$ cat config.mk
export PLATFORM = sky130hd
export DESIGN_NAME = poly_mem_streamer
export DESIGN_NICKNAME = d
export VERILOG_FILES = /design/src/rtl/poly_mem_streamer.sv
export SDC_FILE = /design/constraint.sdc
export NUM_CORES = 1
export LEC_CHECK = 0
export BUFFER_PORTS_ARGS = -buffer_cell sky130_fd_sc_hd__buf_2
export CAP_MARGIN = 15
export CORE_MARGIN = 2
export CORE_UTILIZATION = 45
export CTS_BUF_LIST = sky130_fd_sc_hd__clkbuf_16
export DETAILED_ROUTE_END_ITERATION = 10
export GPL_TIMING_DRIVEN = 1
export HOLD_SLACK_MARGIN = 0.12
export PLACE_DENSITY = 0.74
export SYNTH_ARGS = -nofsm -noshare
export SYNTH_HDL_FRONTEND = slang
export SYNTH_SLANG_ARGS = --single-unit
$ cat constraint.sdc
create_clock -name clk -period 2.2 [get_ports clk]
set_clock_uncertainty 0.2 [all_clocks]
set_input_delay 0.22 -clock clk [delete_from_list [all_inputs] [get_ports clk]]
set_output_delay 0.22 -clock clk [all_outputs]
set_load 0.005 [all_outputs]
$ cat src/rtl/poly_mem_streamer.sv
// -----------------------------------------------------------------------------
// poly_mem_streamer
//
// Reads polynomial coefficients out of the distributed coefficient RAM through
// its combinational read port. It reads addresses 0..deg and presents each word
// on a valid/ready stream, together with its index and a last flag. The
// consumer is the next SNTRUP757 arithmetic stage. This block never writes the
// RAM.
//
// Ports
//   clk        rising-edge clock
//   rst        synchronous, active-high reset
//   start      sweep request, sampled only while idle
//   deg_in     last address to read, latched when start is accepted
//   busy       high whenever the controller is not idle
//   done       one-cycle pulse after the final beat handshake
//   mem_raddr  RAM read address (0 whenever no read is in progress)
//   mem_rdata  RAM read data, valid in the same cycle as mem_raddr
//   m_data     stream word
//   m_idx      coefficient index of m_data
//   m_last     set on the beat whose index equals the latched degree
//   m_valid    stream valid
//   m_ready    stream ready from the consumer
// -----------------------------------------------------------------------------
module poly_mem_streamer #(
  parameter int DATA_W = 26,
  parameter int ADDR_W = 11
) (
  input  logic              clk,
  input  logic              rst,
  input  logic              start,
  input  logic [ADDR_W-1:0] deg_in,
  output logic              busy,
  output logic              done,
  output logic [ADDR_W-1:0] mem_raddr,
  input  logic [DATA_W-1:0] mem_rdata,
  output logic [DATA_W-1:0] m_data,
  output logic [ADDR_W-1:0] m_idx,
  output logic              m_last,
  output logic              m_valid,
  input  logic              m_ready
);

  typedef enum logic [1:0] {
    IDLE  = 2'd0,
    RUN   = 2'd1,
    DRAIN = 2'd2,
    DONE  = 2'd3
  } state_t;

  state_t              state, state_nxt;
  logic [ADDR_W-1:0]   addr, addr_nxt;
  logic [ADDR_W-1:0]   deg_q, deg_nxt;
  logic [DATA_W-1:0]   data_nxt;
  logic [ADDR_W-1:0]   idx_nxt;
  logic                last_nxt;
  logic                valid_nxt;
  logic                load;
  logic                at_end;

  // The output register can take a new word when it is empty, or when the
  // word it holds is being consumed on this edge.
  assign load   = !m_valid || m_ready;
  // Sweep termination is an equality compare. A degree of 2047 therefore stops
  // at the top address and never wraps back to 0.
  assign at_end = (addr == deg_q);

  always_ff @(posedge clk) begin
    if (rst) begin
      state   <= IDLE;
      addr    <= '0;
      deg_q   <= '0;
      m_data  <= '0;
      m_idx   <= '0;
      m_last  <= 1'b0;
      m_valid <= 1'b0;
    end else begin
      state   <= state_nxt;
      addr    <= addr_nxt;
      deg_q   <= deg_nxt;
      m_data  <= data_nxt;
      m_idx   <= idx_nxt;
      m_last  <= last_nxt;
      m_valid <= valid_nxt;
    end
  end

  always_comb begin
    state_nxt = state;
    addr_nxt  = addr;
    deg_nxt   = deg_q;
    data_nxt  = m_data;
    idx_nxt   = m_idx;
    last_nxt  = m_last;
    valid_nxt = m_valid;
    busy      = (state != IDLE);
    done      = 1'b0;
    mem_raddr = '0;

    unique case (state)
      IDLE: begin
        if (start) begin
          deg_nxt   = deg_in;
          addr_nxt  = '0;
          state_nxt = RUN;
        end
      end

      RUN: begin
        mem_raddr = addr;
        if (load) begin
          data_nxt  = mem_rdata;
          idx_nxt   = addr;
          last_nxt  = at_end;
          valid_nxt = 1'b1;
          if (at_end) begin
            state_nxt = DRAIN;
          end else begin
            addr_nxt = addr + 1'b1;
          end
        end
      end

      // The last word is still in the output register. Wait for the consumer
      // to take it.
      DRAIN: begin
        if (m_ready) begin
          valid_nxt = 1'b0;
          last_nxt  = 1'b0;
          state_nxt = DONE;
        end
      end

      DONE: begin
        done      = 1'b1;
        state_nxt = IDLE;
      end

      default: begin
        state_nxt = IDLE;
      end
    endcase
  end

endmodule

Word-level counts from Yosys, hierarchy flattened. Cells that the tools add are included.

Add/sub/neg operators: 1. Equality and inequality tests: 9. Mux-type cells: 16. Reductions and logical operators: 11.

Operator list (count): $mux 11 (4); $pmux 11 s2 (1); $add 11x1->11 const B (1); $eq 11x11->1 (1); $ne 2x2->1 const B (5); $mux 2 (4); $pmux 2 s4 (1); $reduce_and 4->1 (2); $reduce_bool 2->1 (3); $eq 2x2->1 const B (2); $mux 1 (4); $pmux 1 s2 (2); $reduce_and 2->1 (2); $reduce_and 3->1 (1); $eq 2x1->1 const B (1); $logic_not 2->1 (1); $logic_not 1->1 (1); $logic_or 1x1->1 (1).

Register bits after elaboration: 63.

Longest topological paths before layout.
Word-level depth: 4. Gate-level depth with buffers: 8. Gate-level depth less buffers: 8.

Worst setup path before layout. OpenSTA, ideal clock, no wires.

Kind: reg2reg. Start point: register state[1]. End point: register addr[6]. Data arrival time: 1.734 ns. Data required time: 1.912 ns. Setup slack: 0.178 ns. Stages on the path, launching flop included: 9. Path buffers: 2. Clock period less this slack: 2.022 ns. Path through: dfxtp_1 -> inv_1 -> ha_1 -> clkbuf_1 -> and2_2 -> nand2b_4 -> or3_1 -> buf_6 -> o32ai_2.

Word-level cells in the longest chain between the ends: 3. Elaborated cells between the ends (all ways): 8.

RTL lines: start: declaration (line 51) `state_t state, state_nxt;`; start signal: assignment (line 78) `state <= state_nxt;`; $eq 2x1->1 / $logic_not 2->1 (equally long branches) (line 100) `unique case (state)`; $ne 2x2->1 (no source line) / $reduce_bool 2->1 (equally long branches); $reduce_and 4->1 (no source line); end signal: assignment (line 79) `addr <= addr_nxt;`; end: declaration (line 52) `logic [ADDR_W-1:0] addr, addr_nxt;`.

Parallel ways exist; a longest one is shown, timed or not. A chain may end at the register's enable or synchronous reset.

Worst setup path in the final report.
Start point: register addr[1]. End point: register addr[10].

Word-level cells in the longest chain between the ends: 4. Elaborated cells between the ends (all ways): 7.

RTL lines: $add 11x1->11 (line 119) `addr_nxt = addr + 1'b1;`; $mux 11 (line 116) `if (at_end) begin`; $mux 11 (line 111) `if (load) begin`; $pmux 11 s2 (line 100).

Parallel ways exist; a longest one is shown, timed or not. The select of a mux whose other input is x is not followed.

==> results by group <==
Run status
  – Status: finished, final reports clean

Route
  – Vias: 2876
  – Routed WL per cell: 13.8 um
  – Post-Route WL: around 7800 um
  – 1st-pass router iterations: 4
  – Post-DR vias/cell: 5.10
  – Antenna viol nets, final: 0
  – Post-route DRC: 0
  – First-iteration detailed-routing DRC count: 196

Floorplanning
  – Die X-Extent: 82.4 um
  – Initial Utilization: 46.7%
  – Core area: 5920 um2
  – Die Y: 82.4 um
  – # rows: 28
  – I/O pins: 93
  – Die ar.: 6790 um2

Timing
  – Tcrit/Tclk final: around 95%
  – RSZ-0062 raised after global routing: false
  – Worst slew margin: 55.4%
  – Slew Viols, Final: 0
  – Crit path time final: 2.10 ns
  – Count of final setup violators: 0
  – Tightest Pin Transition: 0.669 ns
  – Maximum clock rate: between 0.4 and 0.5 GHz
  – Setup TNS: 0 ns
  – Final hold viol count: 0

Setup path
  – Worst Reg-to-Reg Cells: 6
  – Reg2Reg Launch Point: addr[1]
  – Crit start category: flip-flop
  – Delay-heaviest family, CP: simple AND/OR/NAND/NOR gates
  – CP cell instances: ha_2 > and3_1 > nand3_1 > or2_2 > or3_1 > o21ai_0
  – CP Depth: 6
  – CP max-delay cell: dfxtp_2
  – Setup crit end kind: flip-flop
  – Worst-path fanout max: 6
  – CP Buf/Inv Count: 0
  – Reg2reg end: addr[10]
  – Critical Path RT: 2.26 ns
  – CP arrival: 2.15 ns
  – Largest stage delay, worst path: 0.39 ns
  – CP Class: reg -> reg
  – Reg2reg setup slack: 0.10 ns

Synthesis
  – Synth async-reset ratio: 0%
  – Mapped cell area: 2770 um2
  – Post-synth top flop: dfxtp_1
  – Sequential element share of the synthesized area: between 40% and 50%
  – Mapped Cells: approximately 350
  – #FFs+latches synth: 63
  – EDFF count, synth: 0
  – Synth Warn #: 0
  – Synth cell types: 38
  – Avg Cell Area, Syn: 7.88 um2
  – Mapped Nets: 397

Cells and area
  – Area Overhead vs Synth: 45.4%
  – Area of the multi-input gates: ~1400 um2
  – Final instance area: 4020 um2
  – Layout fillers: slightly above 500
  – Final nets: 531
  – N_diodes: 0
  – Seq. cell area: 1260 um2
  – Share of cells above drive strength 1: 28.2%

Clock network
  – Worst skew pair latency: around 0.32 ns
  – Clock Sinks: 63
  – Clk slew on worst S/H paths: 0.05 ns
  – Clock Tree Buf Depth: 2
  – H-tree Lvls: 3
  – TritonCTS buffer count: 9
  – Post CTS Setup Buffer Count: 0
  – Root Buffer: clkbuf_16
  – CTS tree: yes

Global routing
  – First-pass GRT wire length: 11900 um
  – Grt ovf: 0
  – Largest net degree at the start of global routing: 64
  – Gr usage total: 23.3%
  – Initial antenna violation count: 0
  – Vias in the first global route: 2551

Place
  – HPWL Detailed: 4910 um
  – Port buffer count: 92
  – Routability Congestion: 0.873
  – Placement Cell Area: 3350 um2

Power and ir drop
  – Combinational share of power: 35.0%
  – Worst VDD drop: between 0.6 and 0.7 mV
  – Cell Int Power: 2.77 mW
  – P per Cell Area: roughly 1100 nW/um2
  – Clock group share of total power: 31.3%
  – Sequential Power Share: 33.8%
  – NetSw: 1.49 mW
  – Final Total Pwr: 4.26 mW
  – Net Sw Frac: 34.9%
  – Leak: between 1.5 and 2 nW

Job
  – Max_cap viols: 0

Min path
  – Hold WC Path Type: in -> reg
  – Hold Path Cell Cnt: 3
  – Worst hold start: rst
  – Worst hold endpoint: addr[8]
==> worst max-delay path by stage <==
stage	from	end	slack, ns
6_report	addr[1]	addr[10]	0.10
5_1_grt	addr[1]	addr[10]	0.01
4_1_cts	addr[1]	addr[10]	0.02
3_5_place_dp	addr[1]	addr[10]	0.03
3_3_place_gp	addr[1]	addr[10]	0.06
2_1_floorplan	state[1]	addr[6]	0.18
==> synthesized netlist by cell type, drive strengths merged (7+ instances only) <==
cell type | number | area (um2)
nand2 | 108 | 405
dfxtp | 63 | 1260
a21oi | 53 | 265
clkbuf | 17 | 63.8
inv | 12 | 45.0
xor2 | 11 | 96.3
nor2 | 10 | 37.5
o21ai | 8 | 40.0
and2 | 7 | 46.3
buf | 7 | 36.3
==> cell type report <==
type | instances | area share (%)
Timing Repair Buffer | 147 | 24.2
Clock buffer | 9 | 5.60
Multi-Input combinational cell | 252 | 34.0
Sequential cell | 63 | 31.4
Tap cell | 75 | 2.33
Clock inverter | 6 | 1.34
Inverter | 12 | 1.12
==> placed cells by master, fill, tap and decap left out, types with 5 or more instances in the layout <==
| cell type | count |
|---|---|
| clkbuf_16 | 9 |
| buf_4 | 16 |
| and2_1 | 5 |
| dlygate4sd3_1 | 38 |
| nor2_1 | 10 |
| dfxtp_1 | 61 |
| nand2_1 | 108 |
| xor2_1 | 11 |
| o21ai_0 | 6 |
| inv_1 | 13 |
| a311o_1 | 5 |
| nand3_1 | 5 |
| buf_2 | 92 |
| a21oi_1 | 53 |
==> routing by layer <==
metal / vias up / global-route usage (%) / part of all wire [%]
met5: - / 0 / 0
met4: 0 / 8.50 / 1.6
met3: 13 / 7.07 / 7.2
met2: 104 / 39.7 / 49
met1: 1323 / 27.6 / 42
li1: 1436 / - / -
==> sequential cells by signal, summed over array words and instances, names as in the netlist <==
| register | cells |
|---|---|
| m_valid | 1 |
| addr | 11 |
| deg_q | 11 |
| m_data | 26 |
| m_last | 1 |
| m_idx | 11 |
| state | 2 |
==> stage by stage <==
step                      util [%]  std cells  hold slack (ns)  setup WS (ns)
after floorplan                  -        351            0.156          0.178
after global placement        56.6        511            0.239         0.0589
after detailed placement      56.6        511            0.244         0.0307
after CTS                     67.7        564            0.251         0.0150
after global routing          67.9        564            0.133         0.0135
final                         67.9        564            0.120          0.104
==> worst reg2reg max path, stage by stage, from the launching register on <==
cell     delay [ns]
dfxtp_2        0.39
ha_2           0.23
and3_1         0.17
nand3_1        0.15
or2_2          0.37
or3_1          0.38
o21ai_0        0.14
==> cell families (layout without fill, tap and decap cells) <==
| kind of cell | Yosys count | after routing | synth area share, % |
|---|---|---|---|
| adder cells (fa/ha/maj) | 5 | 5 | 2.26 |
| AND/OR/NAND/NOR | 153 | 153 | 24.4 |
| buffers and inverters | 36 | 174 | 5.25 |
| multiplexers | 2 | 2 | 0.724 |
| flip-flops | 63 | 63 | 45.6 |
| XOR/XNOR | 11 | 11 | 3.48 |
| AO/OA/AOI/OAI | 81 | 81 | 18.3 |
==> power groups by stage <==
stage               sequential (mW)  clock, mW  combinational [mW]
floorplan                      1.46          0               0.927
global placement               1.45          0                1.38
detailed placement             1.46          0                1.41
CTS                            1.43       1.36                1.47
global route                   1.46       1.41                1.67
finish                         1.44       1.33                1.49
==> what timing repair did <==
action,in CTS,in global routing
hold buffers,38,0
setup endpoints to repair,0,10
endpoints found under the hold margin,39,0
gates resized for setup,0,6
Note: power is estimated with default switching activity, not from simulation.
